$ cat config.mk
export PLATFORM = sky130hd
export DESIGN_NAME = div_unit
export DESIGN_NICKNAME = d
export VERILOG_FILES = /design/src/rtl/div_unit.sv
export SDC_FILE = /design/constraint.sdc
export NUM_CORES = 1
export LEC_CHECK = 0
export BUFFER_PORTS_ARGS = -buffer_cell sky130_fd_sc_hd__clkbuf_2
export CORE_ASPECT_RATIO = 1.25
export CORE_MARGIN = 3
export CORE_UTILIZATION = 40
export CTS_CLUSTER_DIAMETER = 80
export DETAILED_ROUTE_END_ITERATION = 10
export PLACE_DENSITY = 0.62
export SYNTH_ARGS = -nofsm -noshare
export SYNTH_HDL_FRONTEND = slang
export SYNTH_SLANG_ARGS = --single-unit
$ cat constraint.sdc
create_clock -name clk -period 7.7 [get_ports clk]
set_clock_uncertainty 0.15 [all_clocks]
set_input_delay 1.54 -clock clk [delete_from_list [all_inputs] [get_ports clk]]
set_output_delay 1.54 -clock clk [all_outputs]
set_load 0.02 [all_outputs]
$ cat src/rtl/div_unit.sv
// Radix-2 restoring divider for RV32M DIV/DIVU/REM/REMU: 34-cycle latency, or 1 cycle for divide-by-zero/overflow.
// No backpressure: start is taken only in IDLE and ignored while busy; flush aborts to IDLE.
module div_unit #(
  parameter int XLEN = 32
) (
  input  logic            clk,
  input  logic            rst_n,
  input  logic            start,
  input  logic [1:0]      op,
  input  logic [XLEN-1:0] a,
  input  logic [XLEN-1:0] b,
  input  logic            flush,
  output logic            busy,
  output logic            done,
  output logic [XLEN-1:0] result
);

  localparam int CW = $clog2(XLEN) + 1;

  localparam logic [1:0] S_IDLE = 2'd0;
  localparam logic [1:0] S_CALC = 2'd1;
  localparam logic [1:0] S_FIX  = 2'd2;
  localparam logic [1:0] S_DONE = 2'd3;

  localparam logic [XLEN-1:0] MIN_INT = {1'b1, {(XLEN-1){1'b0}}};

  logic [1:0]      state;
  logic [CW-1:0]   cnt;
  logic [XLEN-1:0] rem;
  logic [XLEN-1:0] quo;
  logic [XLEN-1:0] dvs;
  logic            op_rem;
  logic            neg_q;
  logic            neg_r;

  logic            is_signed;
  logic            a_neg;
  logic            b_neg;
  logic [XLEN-1:0] a_abs;
  logic [XLEN-1:0] b_abs;
  logic            ovf;
  logic [XLEN:0]   rem_sh;
  logic [XLEN:0]   diff;
  logic            ge;
  logic [XLEN-1:0] quo_fix;
  logic [XLEN-1:0] rem_fix;

  always_comb begin
    is_signed = ~op[0];
    a_neg     = is_signed & a[XLEN-1];
    b_neg     = is_signed & b[XLEN-1];
    a_abs     = a_neg ? -a : a;
    b_abs     = b_neg ? -b : b;
    ovf       = is_signed && (a == MIN_INT) && (b == {XLEN{1'b1}});
    // rem < divisor always fits XLEN bits, so the shifted value needs one extra bit;
    // the borrow out of the XLEN+1-bit subtract is the compare result.
    rem_sh    = {rem, quo[XLEN-1]};
    diff      = rem_sh - {1'b0, dvs};
    ge        = ~diff[XLEN];
    quo_fix   = neg_q ? -quo : quo;
    rem_fix   = neg_r ? -rem : rem;
  end

  assign busy = (state == S_CALC) || (state == S_FIX);
  assign done = (state == S_DONE);

  always_ff @(posedge clk or negedge rst_n) begin
    if (!rst_n) begin
      state  <= S_IDLE;
      cnt    <= '0;
      rem    <= '0;
      quo    <= '0;
      dvs    <= '0;
      op_rem <= 1'b0;
      neg_q  <= 1'b0;
      neg_r  <= 1'b0;
      result <= '0;
    end else if (flush) begin
      state <= S_IDLE;
    end else begin
      case (state)
        S_IDLE: begin
          if (start) begin
            op_rem <= op[1];
            neg_q  <= a_neg ^ b_neg;
            neg_r  <= a_neg;
            if (b == '0) begin
              result <= op[1] ? a : {XLEN{1'b1}};
              state  <= S_DONE;
            end else if (ovf) begin
              result <= op[1] ? '0 : MIN_INT;
              state  <= S_DONE;
            end else begin
              quo   <= a_abs;
              dvs   <= b_abs;
              rem   <= '0;
              cnt   <= CW'(XLEN);
              state <= S_CALC;
            end
          end
        end
        S_CALC: begin
          rem <= ge ? diff[XLEN-1:0] : rem_sh[XLEN-1:0];
          quo <= {quo[XLEN-2:0], ge};
          cnt <= cnt - 1'b1;
          if (cnt == CW'(1)) state <= S_FIX;
        end
        S_FIX: begin
          result <= op_rem ? rem_fix : quo_fix;
          state  <= S_DONE;
        end
        default: state <= S_IDLE;
      endcase
    end
  end

endmodule

==> metrics.md <==
| Metric | Value |
|---|---|
| Final min period | `5.37 ns` |
| Layout Area Growth over Synthesis | `12.0%` |
| Cell variety after synth | `73` |
| Slew Limit Headroom | `between 10% and 20%` |
| Post-synth top area share | `31.9%` |
| Yosys warning count | `0` |
| Drt via density | `5.72` |
| Mapped Nets | `1451` |
| Vias | `9995` |
| Met1 WL | `14.0 mm` |
| Max Fclk | `186 MHz` |
| Die width | `154 um` |
| Met3 WL post-DR | `1.72 mm` |
| Clock sink count | `139` |
| PwrDens | `333 nW/um^2` |
| Dominant cells by area after synthesis | `dfrtp_1, xnor2_1, o21ai_0` |
| Syn avg cell area | `8.15 sq um` |
| Most frequent cells in the layout | `nand2_1, dfrtp_1, o21ai_0` |
| Antenna Cells | `0` |
| Initial core utilization | `41.2%` |
| Worst setup path startpoint | `b[23]` |
| Top_reg_cell synth | `dfrtp_1` |
| IO buf count | `slightly above 100` |
| Die height | `191 um` |
| DP HPWL | `roughly 23 mm` |
| Global-route wire length before repair | `50.0 mm` |
| DR pass1 iterations | `7` |
| Filler cells | `2649` |
| Hold Crit Class | `reg2reg` |
| Max Cap Viol | `0` |
| Worst setup EP type | `flip-flop` |
| Crit path max fanout | `66` |
| Iter 0 DRT Violations | `roughly 850` |
| Final TNS setup | `0 ns` |
| Core area | `26400 sq um` |
| Area leader, netlist | `dfrtp_1` |
| CTS buffer count | `17` |
| Routed Antenna Nets | `0` |
| GRT Total Usage | `20.7%` |
| Peak supply drop | `0.000170 V` |
| Startpoint Class | `primary input` |
| # DRC | `0` |
| Gr ovfl total | `0` |
| Crit path to | `rem[30]` |
| Reg-to-Reg Start | `quo[31]` |
| Area of the multi-input gates | `slightly below 7000 sq um` |
| DRT Wirelength | `30.5 mm` |
| Post-cts gate resize count | `0` |
| Clock transition at path regs | `0.06 ns` |
| Vias in the first global route | `around 9600` |
| Synth Cell Area | `10900 sq um` |
| Routed WL per cell | `17.5 um` |
| CTS Hold Bufs | `0` |
| CP Class | `in2reg` |
| Post-CTS setup buffers | `0` |
| Largest net degree at the start of global routing | `75` |
| Slew at the pin closest to its max-slew limit | `1.21 ns` |
| WHS | `0.332 ns` |
| Final max-slew violation count | `0` |
| Sequential Area | `3480 sq um` |
| Layout cells sized above 1 | `12.5%` |
| Asr flop ratio synth | `100%` |
| Met2 wire len | `14.1 mm` |
| Cell Rows | `66` |
| Die area | `between 20000 and 30000 sq um` |
| Worst Path Required | `7.91 ns` |
| Status | `complete, no violations` |
| TritonCTS clock tree | `yes` |
| Seq/Total Area, Yosys | `31.9%` |
| IO Pins | `104` |
| CTS Root Cell | `clkbuf_16` |
| Final setup fails | `0` |
| Tcrit/Tclk final | `69.7%` |
| Gpl congestion | `0.914` |
| Final Total Pwr | `4070 uW` |
| Crit Reg-Reg Endpoint | `rem[30]` |
| Initial antenna violation count | `0` |
| RSZ-0062 raised after global routing | `false` |
| CP Data Arrival Time | `around 5.6 ns` |
| Worst-Skew Late Latency | `0.43 ns` |
| Post-synthesis register bit count | `139` |
| # nets final | `1509` |
| Fin. Hold Viols | `0` |
| Worst-case clock buffer depth | `2` |
| Top sig layer | `met4` |
| Leak | `0.00525 uW` |
| Flop-to-flop setup slack | `3.67 ns` |
| Post-synth EDFFs | `0` |
| Worst-case reg-to-reg path depth | `13` |
| H-tree depth | `4` |
| Cells after Synth | `1337` |
[worst max-delay path, stage by stage]
cell and delay [ns]:
clkbuf_2 0.12, or4_1 0.54, or4_1 0.46, or3_1 0.38, nor3_4 0.44, nor3_2 0.07
buf_4 0.32, nor2_4 0.92, buf_4 0.49, and2_1 0.18, a221o_1 0.10
[layout make-up]
type | instances | share of cell area [%]
clock buffers | 20 | 3.74
multi-input cells | 1066 | 56.5
inverters | 58 | 1.78
flip-flops and latches | 139 | 28.5
well taps | 340 | 3.49
clock inverters | 12 | 1.14
repair buffers | 113 | 4.89
[metrics by stage]
stage          setup slack [ns]  cells  utilization (%)  cell area [sq um]
2_1_floorplan              3.38   1337                -              10900
3_3_place_gp               1.95   1716             43.9              11600
3_5_place_dp               1.91   1716             43.9              11600
4_1_cts                    2.35   1748             46.2              12200
5_1_grt                    2.04   1748             46.2              12200
6_report                   2.33   1748             46.2              12200
[routing by layer]
metal  up-vias  track usage (%)
met5         -                0
met4         0             6.97
met3        51             2.88
met2       322             33.8
met1      4693             28.4
li1       4929                -
[registers in the layout, summed over array words and instances, names as in the netlist]
signal / cells
cnt: 6
dvs: 32
neg_q: 1
neg_r: 1
op_rem: 1
quo: 32
rem: 32
result: 32
state: 2
[logic make-up after synthesis]
group | synth area share [%]
AND/OR/NAND/NOR | 19.1
multiplexers | 2.41
buffers and inverters | 4.96
flip-flops | 31.9
XOR/XNOR | 11.6
adder cells (fa/ha/maj) | 5.12
AO/OA/AOI/OAI | 24.9
[worst min-delay path by stage]
stage / start / to / slack (ns) / cells after the start
2_1_floorplan: cnt[4] / cnt[4] / 0.31 / 2
3_3_place_gp: result[18] / result[18] / 0.31 / 2
3_5_place_dp: result[18] / result[18] / 0.32 / 2
4_1_cts: result[31] / result[31] / 0.34 / 2
5_1_grt: result[8] / result[8] / 0.35 / 1
6_report: result[31] / result[31] / 0.33 / 2
[cells in the mapped netlist, types with 5 or more instances]
master / number
dfrtp_1: 139
nand2_1: 139
nor3_1: 20
or4_1: 14
ha_1: 43
mux2i_1: 24
o211ai_1: 27
nand3_1: 14
nor4_1: 9
o21a_1: 11
a21o_1: 14
nand4_1: 12
or3_1: 23
a221o_1: 25
and2_1: 10
or2_2: 7
a21oi_1: 81
xnor2_1: 76
o21ai_0: 132
nor2_1: 124
o31ai_1: 28
xor2_1: 68
a31oi_1: 26
o221ai_1: 6
buf_4: 5
nor2b_1: 9
nand2b_1: 15
o22ai_1: 7
clkbuf_1: 53
buf_2: 14
inv_1: 58
and3_1: 6
o41ai_1: 11
o21ai_1: 17
[where the power goes]
group	internal (uW)	switching, uW
Clock	498	345
Combinational	757	1190
Sequential	1000	277
No activity file was read; power rests on OpenSTA's default activity.
